File: config.mk
export PLATFORM = sky130hd
export DESIGN_NAME = ram_arbiter_2to1
export DESIGN_NICKNAME = d
export VERILOG_FILES = /design/src/rtl/ram_arb_pkg.sv /design/src/rtl/rr_arb2.sv /design/src/rtl/ram_arbiter_2to1.sv
export SDC_FILE = /design/constraint.sdc
export NUM_CORES = 1
export LEC_CHECK = 0
export CAP_MARGIN = 10
export CELL_PAD_IN_SITES_DETAIL_PLACEMENT = 0
export CELL_PAD_IN_SITES_GLOBAL_PLACEMENT = 1
export CORE_MARGIN = 2
export CORE_UTILIZATION = 30
export DETAILED_ROUTE_END_ITERATION = 6
export MAX_ROUTING_LAYER = met4
export PLACE_DENSITY = 0.81
export SLEW_MARGIN = 10
export SYNTH_ARGS = -nofsm -noshare
export SYNTH_HDL_FRONTEND = slang
export SYNTH_SLANG_ARGS = --single-unit
File: constraint.sdc
create_clock -name clk -period 1.9 [get_ports clk]
set_input_delay 0.285 -clock clk [delete_from_list [all_inputs] [get_ports clk]]
set_output_delay 0.285 -clock clk [all_outputs]
set_load 0.03 [all_outputs]
File: src/rtl/ram_arb_pkg.sv
// Shared definitions for the two-port RAM arbiter.
//   ADDR_W / DATA_W : default RAM geometry (16 x 16)
//   PORT_A / PORT_B : requester ids carried down the response pipeline
//   cmd_t           : one granted command {we, addr, wdata, id}
package ram_arb_pkg;

  localparam int ADDR_W = 4;
  localparam int DATA_W = 16;

  localparam logic PORT_A = 1'b0;
  localparam logic PORT_B = 1'b1;

  typedef struct packed {
    logic              we;
    logic [ADDR_W-1:0] addr;
    logic [DATA_W-1:0] wdata;
    logic              id;
  } cmd_t;

endpackage

File: src/rtl/rr_arb2.sv
// Two-way round-robin arbiter.
//   clk, rst : clock, synchronous active-high reset
//   req[1:0] : request vector, bit 0 = port A, bit 1 = port B
//   gnt[1:0] : one-hot grant (or zero), combinational from req and pointer
// The pointer names the port that wins a tie. It moves to the other port
// only when a grant is issued, so an idle cycle keeps the current priority.
module rr_arb2 import ram_arb_pkg::*; (
  input  logic       clk,
  input  logic       rst,
  input  logic [1:0] req,
  output logic [1:0] gnt
);

  logic ptr;

  always_comb begin
    gnt = req;
    if (req == 2'b11) gnt = (ptr == PORT_B) ? 2'b10 : 2'b01;
  end

  always_ff @(posedge clk) begin
    if (rst)         ptr <= PORT_A;
    else if (gnt[0]) ptr <= PORT_B;
    else if (gnt[1]) ptr <= PORT_A;
  end

endmodule

File: src/rtl/ram_arbiter_2to1.sv
// Shares one sync_ram_16x16 between requesters A and B, one command per cycle.
//   clk, rst                  : clock, synchronous active-high reset
//   a_valid/a_ready           : port A request handshake (ready is combinational)
//   a_we/a_addr/a_wdata       : port A request fields
//   a_rsp_valid/a_rsp_rdata   : port A read response (one-cycle pulse / data)
//   b_*                       : same for port B
//   ram_we/re/addr/din        : registered RAM command
//   ram_dout                  : registered RAM read data
// A read accepted in cycle N is on the RAM pins in N+1 and its data is on
// ram_dout in N+2, where the response is presented.
module ram_arbiter_2to1 #(
  parameter int ADDR_W = ram_arb_pkg::ADDR_W,
  parameter int DATA_W = ram_arb_pkg::DATA_W
) (
  input  logic              clk,
  input  logic              rst,
  input  logic              a_valid,
  output logic              a_ready,
  input  logic              a_we,
  input  logic [ADDR_W-1:0] a_addr,
  input  logic [DATA_W-1:0] a_wdata,
  output logic              a_rsp_valid,
  output logic [DATA_W-1:0] a_rsp_rdata,
  input  logic              b_valid,
  output logic              b_ready,
  input  logic              b_we,
  input  logic [ADDR_W-1:0] b_addr,
  input  logic [DATA_W-1:0] b_wdata,
  output logic              b_rsp_valid,
  output logic [DATA_W-1:0] b_rsp_rdata,
  output logic              ram_we,
  output logic              ram_re,
  output logic [ADDR_W-1:0] ram_addr,
  output logic [DATA_W-1:0] ram_din,
  input  logic [DATA_W-1:0] ram_dout
);

  import ram_arb_pkg::*;

  logic [1:0] req, gnt;
  logic       accept;
  cmd_t       cmd;

  // read pipeline: stage 1 aligns with ram_re, stage 2 with ram_dout
  logic s1_valid, s1_id, s2_valid, s2_id;
  logic [DATA_W-1:0] a_rdata_q, b_rdata_q;

  assign req = {b_valid, a_valid} & {2{~rst}};

  rr_arb2 u_arb (
    .clk (clk),
    .rst (rst),
    .req (req),
    .gnt (gnt)
  );

  assign a_ready = gnt[0];
  assign b_ready = gnt[1];
  assign accept  = |gnt;

  always_comb begin
    cmd = '{we: a_we, addr: a_addr, wdata: a_wdata, id: PORT_A};
    if (gnt[1]) cmd = '{we: b_we, addr: b_addr, wdata: b_wdata, id: PORT_B};
  end

  always_ff @(posedge clk) begin
    if (rst) begin
      ram_we    <= 1'b0;
      ram_re    <= 1'b0;
      ram_addr  <= '0;
      ram_din   <= '0;
      s1_valid  <= 1'b0;
      s1_id     <= PORT_A;
      s2_valid  <= 1'b0;
      s2_id     <= PORT_A;
      a_rdata_q <= '0;
      b_rdata_q <= '0;
    end else begin
      ram_we   <= accept & cmd.we;
      ram_re   <= accept & ~cmd.we;
      if (accept) begin
        ram_addr <= cmd.addr;
        ram_din  <= cmd.wdata;
      end
      s1_valid <= accept & ~cmd.we;
      s1_id    <= cmd.id;
      s2_valid <= s1_valid;
      s2_id    <= s1_id;
      if (a_rsp_valid) a_rdata_q <= ram_dout;
      if (b_rsp_valid) b_rdata_q <= ram_dout;
    end
  end

  assign a_rsp_valid = ~rst & s2_valid & (s2_id == PORT_A);
  assign b_rsp_valid = ~rst & s2_valid & (s2_id == PORT_B);

  // During the pulse the data comes straight from the RAM register so it is
  // visible in the same cycle; afterwards the captured copy holds it.
  assign a_rsp_rdata = a_rsp_valid ? ram_dout : a_rdata_q;
  assign b_rsp_rdata = b_rsp_valid ? ram_dout : b_rdata_q;

endmodule
==> qor.csv, run 1 <==
stage,metric,value,unit
sta,Worst Slack Setup Final,-0.0130,ns
sta,slew of the pin with the lowest slew margin,0.446,ns
floorplanning,Die Y-Extent,94.2,um
setup_path,"critical path fanouts, max",5,
synthesis,Post-Synth Simple-Gate Area,12.8,%
cells_and_area,n_diodes,0,
cells_and_area,Final Util,54.0,%
global_route,initial antenna violation count,0,
sta,Hold WS,0.387,ns
sta,skew final,0.00870,ns
synthesis,post-synthesis adder-cell area fraction,0,%
synthesis,Yosys cell types,24,
floorplanning,DIE AREA,8880,sq um
synthesis,register area share after synthesis,47.5,%
placement,Cells after DPL,439,
placement,Port Buffers,119,
floorplanning,DIE WIDTH,94.2,um
synthesis,Mapped Avg Cell Area,11.2,sq um
cells_and_area,share of cells above drive strength 1,31.7,%
global_route,grt total ovfl,0,
synthesis,Compound-Gate Fraction of Synth Area,16.8,%
synthesis,Synth area leaders,"dfxtp_1 48%, mux2_2 9.7%, a221o_1 8.2%",
cts,Skew-Pair Late Insertion Delay,0.33,ns
synthesis,Syn Nets,281,
setup_path,R2R Path Start,s2_id,
floorplanning,# IOs,120,
run_status,outcome,finished with violations,
worst_hold_path,Worst Hold Class,input port to flip-flop,
synthesis,mapped cell area,2440,sq um
placement,routability cong.,0.681,
routing,Vias,2202,
setup_path,CP max stage delay,0.33,ns
cells_and_area,most frequent cells in the layout,"82 x clkdlybuf4s50_1, 56 x dfxtp_1, 30 x buf_6",
routing,Antenna Violating Nets Remaining,0,
setup_path,CP Capture Point,a_rsp_rdata[11],
floorplanning,row count,32,
sta,Tcrit/Tclk final,101,%
setup_path,Slowest cell on crit path,dfxtp_2,
cells_and_area,net count reported at finish,421,
cts,H-tree levels,3,
setup_path,CP startpoint,s2_id,
run_status,failing checks,negative setup slack,
cts,count of hold-fix buffers inserted at cts,0,
sta,Final Hold Fails,0,
routing,final WL,6770,um
job,Max-Cap Viols,0,
sta,RSZ-0062 raised after global routing,true,
setup_path,Crit Path Class,flip-flop to output pin,
cts,TritonCTS Buffers,9,
routing,Residual DRC,0,
global_route,via count of the first global-routing pass,2157,
routing,Vias per Instance,4.74,
global_route,Total GRT Usage,15.4,%
synthesis,Ys Warns,0,
cells_and_area,final std cells w/o fill,465,
sta,Setup TNS,-0.0717,ns
synthesis,mux cell area share after synthesis,16.1,%
synthesis,largest family of logic cells by synthesized area,compound AO/OA/AOI/OAI gates,
routing,WL/cell,14.6,um
power,peak supply drop,0.000268,V
cells_and_area,"leading cell type in the layout, fill and taps excluded",clkdlybuf4s50_1,
power,Lkg Pwr,0.00186,uW
routing,DRT iter0 DRCs,68,
global_route,largest net degree at the start of global routing,49,
cts,Clock Sinks,58,
sta,fin. max-slew vios,0,
placement,detailed placement HPWL,4410,um
setup_path,Worst EP arrival,1.63,ns
sta,Setup Viol. Count Final,8,
global_route,first-pass GRT wire length,10300,um
setup_path,Setup crit end kind,output pin,
synthesis,Post-Synthesis Cells,219,
setup_path,crit path cell chain,nor3b_4 -> buf_12 -> clkbuf_16 -> mux2_4 -> buf_6,
synthesis,XOR/XNOR share of the synthesized area,0,%
synthesis,Post-synth EDFFs,0,
floorplanning,initial core utilization,31.3,%
synthesis,Synth area leader,dfxtp_1,
cts,Root Buffer,clkbuf_8,
setup_path,reg2reg setup slack,0.36,ns
sta,fmax,0.523,GHz
synthesis,"Top FF cell, synth",dfxtp_1,
routing,drt first pass iters,4,
synthesis,flop and latch count out of synthesis,58,
setup_path,cells on worst reg2reg path,6,
setup_path,Crit path required time,1.62,ns
cells_and_area,Layout area overhead,72.7,%
floorplanning,CORE AREA,7810,sq um
setup_path,R2R Path End,a_rdata_q[13],
synthesis,asr flop ratio synth,0,%
cts,Bufs on Longest Clock Path,2,
power,Pwr Density,690,nW/um^2
sta,crit path time final,1.91,ns
sta,max_slew headroom,69.5,%
cts,"Reg clk slew, reported paths",0.07,ns
cts,CTS tree,built,
synthesis,Synth top area share,47.5,%
setup_path,Startpoint Class,flip-flop,
==> flip-flops by register name, indices dropped and copies added, names as in the netlist <==
| signal | cells |
|---|---|
| s2_valid | 1 |
| ram_addr | 4 |
| s2_id | 1 |
| ram_din | 16 |
| u_arb.ptr | 1 |
| ram_we | 1 |
| b_rdata_q | 16 |
| a_rdata_q | 16 |
| s1_id | 1 |
| s1_valid | 1 |
==> worst min-delay path by stage <==
| stage | from | endpoint | slack, ns | cells past startpoint |
|---|---|---|---|---|
| after floorplan | s1_id | s2_id | 0.41 | 1 |
| final | rst | b_rdata_q[15] | 0.39 | 3 |
| after CTS | rst | b_rdata_q[15] | 0.37 | 3 |
| after global routing | rst | s2_valid | 0.39 | 3 |
| after global placement | s1_id | s2_id | 0.42 | 1 |
| after detailed placement | s1_id | s2_id | 0.43 | 1 |
==> layout make-up <==
type,instances,area (sq um)
repair buffers,147,1510
clock inverters,5,56.3
well taps,102,128
clock buffers,10,128
multi-input cells,121,1150
flip-flops and latches,58,1160
inverters,22,82.6
fillers,713,3590
==> power breakdown <==
group          switching, uW  total [uW]  internal [uW]  leakage [uW]
combinational            250         546            296       0.00130
clock                    479        1070            596     0.0000921
sequential              23.7        1290           1270      0.000474
==> critical path: cells and delay by family, from the launching register on <==
family / cells / cell delay [ns]
flip-flops: 1 / 0.33
AND/OR/NAND/NOR: 1 / 0.22
buffers and inverters: 3 / 0.45
multiplexers: 1 / 0.30
==> layer usage <==
layer	global-route usage, %	wire length [um]	share of wire [%]
met1	18.5	3030	45
met2	24.4	3170	47
met3	4.49	472	7.0
met5	-	0	0
met4	5.80	95	1.4
==> what timing repair did <==
| action | in CTS | in global routing |
|---|---|---|
| pin swaps | 2 | 1 |
| gates cloned | 1 | 1 |
| setup endpoints to repair | 29 | 30 |
| resized for setup | 63 | 39 |
| setup buffers | 3 | 6 |
==> synthesized netlist by cell type (2+ instances only) <==
master and n:
dfxtp_1 58, nor2b_1 26, inv_1 22, mux2_2 21
a2111oi_0 20, a221o_1 20, clkbuf_1 14, and2b_1 9
mux2_4 9, a21oi_1 2, and2_1 2, buf_2 2
mux2_1 2, nand2b_1 2
==> logic make-up after synthesis <==
| family | count (synthesis) |
|---|---|
| buffers and inverters | 40 |
| muxes | 32 |
| DFF | 58 |
| and+or+nand+nor | 44 |
| AOI/OAI and AO/OA | 45 |
==> through the flow <==
| step | instance area (sq um) | power, uW | worst slack [ns] |
|---|---|---|---|
| 3_3_place_gp | 3770 | 1830 | -0.0979 |
| 3_5_place_dp | 3770 | 1840 | -0.115 |
| 5_1_grt | 4220 | 3050 | -0.0844 |
| 2_1_floorplan | 2440 | 1550 | 0.258 |
| 4_1_cts | 4050 | 2930 | -0.0955 |
| 6_report | 4220 | 2910 | -0.0130 |
(Power assumes the default switching activity.)
==> run 2: changes to the inputs <==
clock period = 1.91 ns   (was 1.9 ns; I/O delays follow)
==> qor.csv, run 2 (synthesis gave the netlist of run 1 again) <==
stage,metric,value,unit
sta,Setup TNS,0,ns
cts,count of hold-fix buffers inserted at cts,0,
setup_path,Crit path required time,1.62,ns
cells_and_area,Finished Cell Area,4100,sq um
global_route,first-pass GRT wire length,10300,um
sta,Final Hold Fails,0,
global_route,largest net degree at the start of global routing,49,
cts,TritonCTS Buffers,9,
setup_path,R2R Path Start,s2_valid,
global_route,grt total ovfl,0,
cells_and_area,share of cells above drive strength 1,29.5,%
power,Lkg Pwr,0.00179,uW
global_route,Total GRT Usage,15.2,%
cells_and_area,largest registers,"a_rdata_q: 16 flops, b_rdata_q: 16 flops, ram_din: 16 flops",
floorplanning,CORE AREA,7810,sq um
sta,max_slew headroom,70.7,%
setup_path,cells on worst reg2reg path,5,
cts,"Reg clk slew, reported paths",0.06,ns
cts,CTS tree,built,
routing,WL/cell,14.2,um
worst_hold_path,Hold Path Depth,3,
sta,fmax,0.527,GHz
cells_and_area,Filler cells,723,
worst_hold_path,Hold Path End,s2_id,
routing,drt first pass iters,4,
sta,skew final,0.00545,ns
power,Pwr Density,688,nW/um^2
setup_path,Startpoint Class,flip-flop,
global_route,initial antenna violation count,0,
floorplanning,initial core utilization,31.3,%
setup_path,Worst EP arrival,1.61,ns
floorplanning,# IOs,120,
cts,Root Buffer,clkbuf_8,
global_route,via count of the first global-routing pass,2220,
setup_path,crit path cell chain,nor3b_4 -> buf_12 -> buf_8 -> mux2_2 -> buf_6,
placement,Port Buffers,119,
sta,crit path time final,1.90,ns
cts,H-tree levels,3,
cells_and_area,most frequent cells in the layout,"82 x clkdlybuf4s50_1, 56 x dfxtp_1, 29 x buf_6",
sta,Setup Viol. Count Final,0,
run_status,outcome,completed,
placement,routability cong.,0.682,
routing,Residual DRC,0,
setup_path,reg2reg setup slack,0.50,ns
setup_path,Crit Path Class,flip-flop to output pin,
floorplanning,DIE AREA,8880,sq um
cts,Bufs on Longest Clock Path,2,
cells_and_area,n_diodes,0,
worst_hold_path,hold path start,rst,
sta,fin. max-slew vios,0,
power,peak supply drop,0.000267,V
cts,Skew-Pair Late Insertion Delay,0.33,ns
setup_path,Setup crit end kind,output pin,
floorplanning,Die Y-Extent,94.2,um
routing,Antenna Violating Nets Remaining,0,
sta,slew of the pin with the lowest slew margin,0.428,ns
floorplanning,DIE WIDTH,94.2,um
setup_path,Slowest cell on crit path,mux2_2,
floorplanning,row count,32,
routing,final WL,6450,um
cells_and_area,net count reported at finish,411,
sta,RSZ-0062 raised after global routing,true,
routing,Vias per Instance,4.72,
setup_path,CP max stage delay,0.35,ns
cells_and_area,"leading cell type in the layout, fill and taps excluded",clkdlybuf4s50_1,
power,"Power, Total",2820,uW
sta,Hold WS,0.383,ns
cts,Clock Sinks,58,
setup_path,"critical path fanouts, max",5,
placement,detailed placement HPWL,4460,um
routing,DRT iter0 DRCs,47,
sta,Tcrit/Tclk final,99.3,%
placement,Placed Area,3760,sq um
cells_and_area,Layout area overhead,67.7,%
setup_path,R2R Path End,a_rdata_q[14],
job,Max-Cap Viols,0,
routing,Vias,2143,
worst_hold_path,Worst Hold Class,input port to flip-flop,
-- run 2: changes by cell type in the layout (fill, tap and decap cells not counted), sizes merged --
| cell | delta |
|---|---|
| buf | -12 |
| clkinv | -2 |
| clkbuf | +2 |
| clkdlybuf4s15 | +2 |
| bufinv | -1 |
-- run 2: worst max-delay path: cells and delay by family, from the launching register on --
kind	cells	cell delay (ns)
flops	1	0.33
buf+inv	3	0.39
mux	1	0.35
simple gates	1	0.21
-- run 2: routing by layer --
metal | GRT usage, % | vias up | share of wire, %
met5 | - | - | 0
met4 | 7.13 | 0 | 1.9
met3 | 4.41 | 11 | 6.5
met2 | 24.5 | 91 | 47
met1 | 17.6 | 982 | 44
li1 | - | 1059 | -
-- run 2: how the worst max path moves through the flow --
stage	from	end	slack, ns	depth (start not counted)
CTS	s2_id	a_rsp_rdata[2]	-0.02	4
detailed placement	rst	a_rsp_rdata[2]	-0.1	5
floorplan	rst	a_ready	0.26	3
global placement	rst	a_rsp_rdata[1]	-0.09	5
global route	s2_valid	a_rsp_rdata[3]	-0.06	5
finish	s2_valid	a_rsp_rdata[3]	0.01	5
-- run 2: stage by stage --
| stage | utilization (%) | setup slack, ns | cells |
|---|---|---|---|
| finish | 52.5 | 0.0126 | 454 |
| global route | 52.5 | -0.0577 | 454 |
| CTS | 51.4 | -0.0225 | 453 |
| detailed placement | 48.2 | -0.0992 | 438 |
| global placement | 48.2 | -0.0907 | 438 |
| floorplan | - | 0.265 | 219 |
-- run 2: layout make-up --
class,instances,area (sq um),area share [%]
clock buffers,12,165,4.03
clock inverters,2,12.5,0.306
inverters,22,82.6,2.02
multi-input cells,121,1130,27.6
flip-flops and latches,58,1160,28.4
well taps,102,128,3.12
repair buffers,137,1410,34.5
-- run 2: repair_timing --
item | 4_1_cts | 5_1_grt
gates cloned | 0 | 1
pin swaps | 1 | 1
gates resized for setup | 68 | 19
endpoints found under the setup margin | 29 | 24
buffers inserted | 1 | 0
-- run 2: power breakdown --
| part | switching, uW | internal [uW] | leakage (uW) |
|---|---|---|---|
| clock | 448 | 560 | 0.0000903 |
| combinational | 244 | 283 | 0.00123 |
| sequential | 23.5 | 1260 | 0.000474 |
